File: src/rtl/swc_pkg.sv
// Shared definitions for the switch debouncer: per-channel FSM state encoding
// and the default debounce length (10 ms at 125 MHz).
package swc_pkg;

   // Bit 1 of the encoding is the debounced level in every state.
   typedef enum logic [1:0] {
      STABLE_LO = 2'b00,
      WAIT_HI   = 2'b01,
      STABLE_HI = 2'b11,
      WAIT_LO   = 2'b10
   } swc_state_e;

   localparam int SWC_DEBOUNCE_CYCLES_DEF = 1_250_000;

endpackage

File: src/rtl/swc_debounce_cell.sv
// One switch channel: 2-FF synchronizer, counter-based debounce FSM and optional
// rise/fall pulses (built only when SWC_EDGE_PULSE_EN is defined).
module swc_debounce_cell
   import swc_pkg::*;
#(
   parameter int DEBOUNCE_CYCLES = SWC_DEBOUNCE_CYCLES_DEF
) (
   input  logic i_clk,
   input  logic i_rst,
   input  logic i_raw,
   output logic o_level,
   output logic o_rise,
   output logic o_fall
);

   localparam int               CNT_W    = $clog2(DEBOUNCE_CYCLES);
   localparam logic [CNT_W-1:0] CNT_LAST = CNT_W'(DEBOUNCE_CYCLES - 1);

   logic             r_s1;
   logic             r_s2;
   swc_state_e       r_state;
   swc_state_e       w_state_nxt;
   logic [CNT_W-1:0] r_cnt;
   logic [CNT_W-1:0] w_cnt_nxt;

   always_ff @(posedge i_clk) begin
      if (i_rst) begin
         r_s1    <= 1'b0;
         r_s2    <= 1'b0;
         r_state <= STABLE_LO;
         r_cnt   <= '0;
      end else begin
         r_s1    <= i_raw;
         r_s2    <= r_s1;
         r_state <= w_state_nxt;
         r_cnt   <= w_cnt_nxt;
      end
   end

   always_comb begin
      w_state_nxt = r_state;
      w_cnt_nxt   = r_cnt;
      case (r_state)
         STABLE_LO: begin
            if (r_s2) begin
               w_state_nxt = WAIT_HI;
               w_cnt_nxt   = '0;
            end
         end
         WAIT_HI: begin
            if (!r_s2) begin
               w_state_nxt = STABLE_LO;
               w_cnt_nxt   = '0;
            end else if (r_cnt == CNT_LAST) begin
               w_state_nxt = STABLE_HI;
            end else begin
               w_cnt_nxt = r_cnt + CNT_W'(1);
            end
         end
         STABLE_HI: begin
            if (!r_s2) begin
               w_state_nxt = WAIT_LO;
               w_cnt_nxt   = '0;
            end
         end
         WAIT_LO: begin
            if (r_s2) begin
               w_state_nxt = STABLE_HI;
               w_cnt_nxt   = '0;
            end else if (r_cnt == CNT_LAST) begin
               w_state_nxt = STABLE_LO;
            end else begin
               w_cnt_nxt = r_cnt + CNT_W'(1);
            end
         end
         default: begin
            w_state_nxt = STABLE_LO;
            w_cnt_nxt   = '0;
         end
      endcase
   end

   // The state register already holds the clean level, so no separate output flop.
   assign o_level = r_state[1];

`ifdef SWC_EDGE_PULSE_EN
   logic r_rise;
   logic r_fall;

   always_ff @(posedge i_clk) begin
      if (i_rst) begin
         r_rise <= 1'b0;
         r_fall <= 1'b0;
      end else begin
         r_rise <= (r_state == WAIT_HI) && (w_state_nxt == STABLE_HI);
         r_fall <= (r_state == WAIT_LO) && (w_state_nxt == STABLE_LO);
      end
   end

   assign o_rise = r_rise;
   assign o_fall = r_fall;
`else
   assign o_rise = 1'b0;
   assign o_fall = 1'b0;
`endif

endmodule

File: src/rtl/switch_debouncer.sv
// DIP switch conditioner between board pins and the game's SWITCHES input.
// Edge pulses are present only when SWC_EDGE_PULSE_EN is defined; otherwise tied low.
module switch_debouncer
   import swc_pkg::*;
#(
   parameter int WIDTH           = 4,
   parameter int DEBOUNCE_CYCLES = SWC_DEBOUNCE_CYCLES_DEF
) (
   input  logic             CLOCK,
   input  logic             RESET,
   input  logic [WIDTH-1:0] SWITCHES_RAW,
   output logic [WIDTH-1:0] SWITCHES,
   output logic [WIDTH-1:0] SW_RISE,
   output logic [WIDTH-1:0] SW_FALL
);

   for (genvar gi = 0; gi < WIDTH; gi++) begin : g_ch
      swc_debounce_cell #(
         .DEBOUNCE_CYCLES (DEBOUNCE_CYCLES)
      ) u_cell (
         .i_clk   (CLOCK),
         .i_rst   (RESET),
         .i_raw   (SWITCHES_RAW[gi]),
         .o_level (SWITCHES[gi]),
         .o_rise  (SW_RISE[gi]),
         .o_fall  (SW_FALL[gi])
      );
   end

endmodule

File: config.mk
export PLATFORM = sky130hd
export DESIGN_NAME = switch_debouncer
export DESIGN_NICKNAME = d
export VERILOG_FILES = /design/src/rtl/swc_pkg.sv /design/src/rtl/swc_debounce_cell.sv /design/src/rtl/switch_debouncer.sv
export SDC_FILE = /design/constraint.sdc
export NUM_CORES = 1
export LEC_CHECK = 0
export ABC_CLOCK_PERIOD_IN_PS = 2600
export BUFFER_PORTS_ARGS = -buffer_cell sky130_fd_sc_hd__buf_4
export CORE_MARGIN = 2
export CORE_UTILIZATION = 55
export CTS_BUF_LIST = sky130_fd_sc_hd__clkbuf_8
export DETAILED_ROUTE_END_ITERATION = 10
export GPL_ROUTABILITY_DRIVEN = 0
export PLACE_DENSITY = 0.74
export SLEW_MARGIN = 20
export SYNTH_ARGS = -nofsm -noshare
export SYNTH_HDL_FRONTEND = slang
export SYNTH_HIERARCHICAL = 1
export SYNTH_SLANG_ARGS = --single-unit
File: constraint.sdc
create_clock -name CLOCK -period 2.6 [get_ports CLOCK]
set_input_delay 0.39 -clock CLOCK [delete_from_list [all_inputs] [get_ports CLOCK]]
set_output_delay 0.39 -clock CLOCK [all_outputs]
set_load 0.05 [all_outputs]
==> Word-level counts from Yosys, hierarchy flattened <==
Cells that the tools add are included.
{ "op_classes": {"add_sub_neg": 4, "eq_ne": 32, "n_mux": 52, "reduce_logical": 12} }
{ "op_table": {"columns": ["op", "count"], "rows": [
  ["2-to-1 mux 21 bit", 20],
  ["case mux 21 bit (4 select lines)", 4],
  ["adder 21 x 1 -> 21 bit, second input constant", 4],
  ["== test 21 bit, second input constant", 4],
  ["2-to-1 mux 2 bit", 24],
  ["case mux 2 bit (4 select lines)", 4],
  ["== test 2 bit, second input constant", 8],
  ["AND reduction 4 bit", 4],
  ["inequality test 3 x 1 -> 1 bit, second input constant", 4],
  ["inequality test 3 bit, second input constant", 4],
  ["== test 2 x 1 -> 1 bit, second input constant", 4],
  ["zero test 2 bit", 4],
  ["inequality test 2 x 1 -> 1 bit, second input constant", 4],
  ["inequality test 2 bit, second input constant", 4],
  ["AND reduction 2 bit", 4]
]} }
{ "word_totals": {"regBits": 100, "input_bits": 6, "out_inout_bits": 12, "elab_cells": 116} }

==> Depth between registers and ports, before layout <==
{ "logic_depth": {"word_depth": 4, "depth_mapped": 8} }

==> Cells and area by module <==
Netlist, hierarchy kept.
{ "by_module_without_submodules": {"columns": ["module", "n_inst", "cells_each", "area_each_um2", "seq_area_each_um2"], "rows": [
  ["swc_debounce_cell (g_ch[0].u_cell ...)", 3, 170, 1476.4, 500.5],
  ["swc_debounce_cell (g_ch[3].u_cell)", 1, 154, 1343.8, 500.5]
]} }

==> Worst setup path after synthesis <==
Ideal clock, no wire load.
{ "synth_timing": {"path_type": "register -> register", "start": "reg g_ch[0].u_cell.r_state[1]", "end": "reg g_ch[0].u_cell.r_cnt[18]", "setup_time_ns": 0.070, "t_arrival_ns": 2.393, "required_time_ns": 2.530, "path_slack_ns": 0.136, "path_stages_with_launch": 7, "n_path_buf": 0, "cell_sequence": "dfxtp_1 inv_1 ha_1 mux2_4 or4_4 or3_1 a21oi_1"} }
{ "synth_between": {"elab_chain_cells": 3, "elab_cells_between_ends": 8, "classes_between": "eq/ne: 5; mux: 1; reduce/logical: 2"} }
{ "synth_rtl": {"columns": ["element", "line", "text"], "rows": [
  ["from (decl)", "swc_debounce_cell.sv:21", "swc_state_e r_state;"],
  ["from (signal assigned)", "swc_debounce_cell.sv:35", "r_state <= w_state_nxt;"],
  ["== test 2 bit / zero test 2 bit (equally long branches)", "swc_debounce_cell.sv:43", "case (r_state)"],
  ["inequality test 2 bit (no source line) / inequality test 2 x 1 -> 1 bit (equally long branches)", null, null],
  ["AND reduction 2 bit (no source line)", null, null],
  ["to (signal assigned)", "swc_debounce_cell.sv:36", "r_cnt <= w_cnt_nxt;"],
  ["to (decl)", "swc_debounce_cell.sv:23", "logic [CNT_W-1:0] r_cnt;"]
]} }
Several ways; a longest one is shown, not always the timed one.
A chain may end at the register's enable or synchronous reset.

==> Worst setup path in the final report <==
{ "layout_timing": {"start": "reg g_ch[2].u_cell.r_state[1]", "end": "reg g_ch[2].u_cell.r_cnt[18]"} }
{ "layout_between": {"elab_chain_cells": 3, "elab_cells_between_ends": 8, "classes_between": "eq/ne: 5; mux: 1; reduce/logical: 2"} }
{ "layout_rtl": {"columns": ["element", "line"], "rows": [
  ["from (decl)", "swc_debounce_cell.sv:21"],
  ["from (signal assigned)", "swc_debounce_cell.sv:35"],
  ["== test 2 bit / zero test 2 bit (equally long branches)", "swc_debounce_cell.sv:43"],
  ["inequality test 2 bit (no source line) / inequality test 2 x 1 -> 1 bit (equally long branches)", null],
  ["AND reduction 2 bit (no source line)", null],
  ["to (signal assigned)", "swc_debounce_cell.sv:36"],
  ["to (decl)", "swc_debounce_cell.sv:23"]
]} }
Several ways; a longest one is shown, not always the timed one.

==> impl_metrics.json <==
{
  "start_util": 0.562,
  "num_antenna_cells": 0,
  "final_common_cell": "dfxtp_1",
  "ioPinCount": 18,
  "synth.distinct_cells": 54,
  "portBuffers": 9,
  "cts_resized": 0,
  "cts_sinks": 100,
  "fin_area_um2": 6070,
  "die_y_um": 106,
  "post-cts-setup-buffer-count": 0,
  "final.setup.tns_ps": 0,
  "placed_area_um2": 5880,
  "rsz0062_at_grt": "false",
  "final_cell_mix": "100 x dfxtp_1, 57 x a21oi_1, 43 x nor2_1",
  "startpoint_type": "register",
  "critical_path_class": "reg2reg",
  "crit_arrival_ps": 2610,
  "viasPerCell": 6.08,
  "whs_ps": 223,
  "finish.utilization": 0.590,
  "antenna_found_initial": 0,
  "hold_viol": 0,
  "h-tree-depth": 3,
  "grt_remaining_overflow": 0,
  "cts_buffers": 9,
  "crit_fanout": 12,
  "tightest_slew_ps": 633,
  "rows": 37,
  "synth_edf_count": 0,
  "async_flop_share": 0,
  "dp_hpwl_um": 8190,
  "rrSetupSlack_ps": 290,
  "fp.dieW_um": 106,
  "fmax_mhz": 432,
  "min_period_over_period": 0.890,
  "drc_errors": 0,
  "cts_buffer_depth": 2,
  "synthFlopType": "dfxtp_1",
  "globalRouteTotalUtil": 0.211,
  "postCtsHoldBufs": 0,
  "yosys_warnings": 6,
  "yosysSeqAreaShare": 0.347,
  "insertion_delay_ps": 380,
  "cts_tree": "built",
  "wl_per_cell_um": 14.3,
  "register_area_um2": 2000,
  "drive_gt1_frac": 0.110,
  "dieArea_um2": 11300,
  "drt_wl_total_um": 11400,
  "period_needed_ps": 2310,
  "clk_pin_slew_ps": 90,
  "drv_slew": 0,
  "grt_max_degree": 66,
  "holdCritPathClass": "in2reg",
  "final_nets": 686,
  "finClkSkew_ps": 10.3,
  "multi_input_area_um2": 3510,
  "relSlewSlack": 0.572,
  "core_um2": 10300,
  "finalSetupViolCount": 0,
  "p_per_area_nw_per_um2": 489,
  "root_buffer": "clkbuf_8",
  "synthCells": 664,
  "cap_violations": 0,
  "ant_nets": 0,
  "first_global_vias": 4535,
  "required_ps": 2900,
  "n_fill_cell": 927,
  "irDropWorstVdd_v": 0.000353,
  "ys_ff_latch": 100,
  "via_count": 4862,
  "syn_area_per_cell_um2": 8.69,
  "drtIter0Drc": 253,
  "syn_area_um2": 5770,
  "syn2layout_area_growth_pct": 5.09,
  "cp-end-kind": "register",
  "grt_pass1_wl_um": 19900,
  "first_pass_iters": 5,
  "p_leak_nw": 1.91,
  "status": "completed"
}
==> through the flow <==
step | cells | worst slack (ps) | power (mW)
floorplan | 668 | 136 | 1.98
global placement | 784 | 414 | 2.04
detailed placement | 784 | 311 | 2.06
CTS | 800 | 284 | 3.01
global route | 800 | 195 | 3.13
finish | 800 | 285 | 2.97
==> registers in the layout, indices dropped and copies added (netlist names) <==
signal and count:
g_ch.u_cell/r_cnt 84, g_ch.u_cell/r_s1 4, g_ch.u_cell/r_s2 4, g_ch.u_cell/r_state 8
==> where the power goes <==
part	internal (mW)	switching, mW
clock	0.400	0.543
sequential	1.56	0.0377
combinational	0.168	0.258
total	2.13	0.839
==> layout make-up <==
cell class,instances,share of cell area
Clock inverter,5,0.00598
Inverter,20,0.0124
Sequential cell,100,0.330
Multi-Input combinational cell,512,0.579
Timing Repair Buffer,16,0.0198
Tap cell,136,0.0280
Clock buffer,11,0.0250
==> synth_stat cells (all sizes together), types with 3 or more instances <==
master | number | area (um^2)
a211oi | 4 | 30.0
a21oi | 57 | 285
a22oi | 3 | 22.5
a2bb2oi | 3 | 26.3
a311o | 3 | 30.0
a31oi | 3 | 18.8
and2 | 6 | 38.8
and3 | 7 | 43.8
and4 | 7 | 61.3
buf | 15 | 120
clkbuf | 21 | 78.8
conb | 4 | 15.0
dfxtp | 100 | 2000
ha | 21 | 263
inv | 20 | 75.1
mux2 | 8 | 101
mux2i | 23 | 268
nand2 | 38 | 143
nand2b | 3 | 18.8
nand3 | 34 | 183
nand3b | 16 | 120
nand4 | 24 | 150
nand4b | 6 | 52.6
nor2 | 43 | 161
nor2b | 8 | 50.1
nor3 | 19 | 95.1
nor4 | 13 | 133
o21ai | 23 | 130
o311ai | 3 | 26.3
o31ai | 22 | 165
or2 | 3 | 18.8
or3 | 19 | 119
or3b | 15 | 131
or4 | 34 | 267
or4bb | 3 | 33.8
xnor2 | 8 | 70.1
xor2 | 18 | 158
==> layer usage <==
| layer | track usage | part of all wire | vias to the layer above |
|---|---|---|---|
| met4 | 0.0705 | 0.012 | 0 |
| met1 | 0.263 | 0.46 | 2304 |
| li1 | - | - | 2461 |
| met2 | 0.360 | 0.48 | 84 |
| met5 | 0 | 0 | - |
| met3 | 0.0497 | 0.042 | 13 |
==> critical path, cell delays in order (launching register included) <==
cell,delay (ps)
dfxtp_1,410
inv_1,100
ha_1,290
mux2_4,360
or4_4,570
or3_1,360
a21oi_1,150
==> final timing paths <==
path	startpoint	endpoint	cells after the start
min	SWITCHES_RAW[0]	g_ch[0].u_cell/r_s1	2
min reg2reg	g_ch[1].u_cell/r_s1	g_ch[1].u_cell/r_s2	1
max	g_ch[2].u_cell/r_state[1]	g_ch[2].u_cell/r_cnt[18]	6
max reg2reg	g_ch[2].u_cell/r_state[1]	g_ch[2].u_cell/r_cnt[18]	6
==> cell families (layout without fill, tap and decap cells) <==
logic type,Yosys count,after routing,synth area share
and+or+nand+nor,299,299,0.317
AOI/OAI and AO/OA,127,127,0.138
DFF,100,100,0.347
buffers and inverters,56,52,0.0475
muxes,31,31,0.0639
xor gates and xnor gates,26,26,0.0394
adders and majority gates,21,21,0.0455
other,4,8,0.00260
No activity file was read; power rests on OpenSTA's default activity.
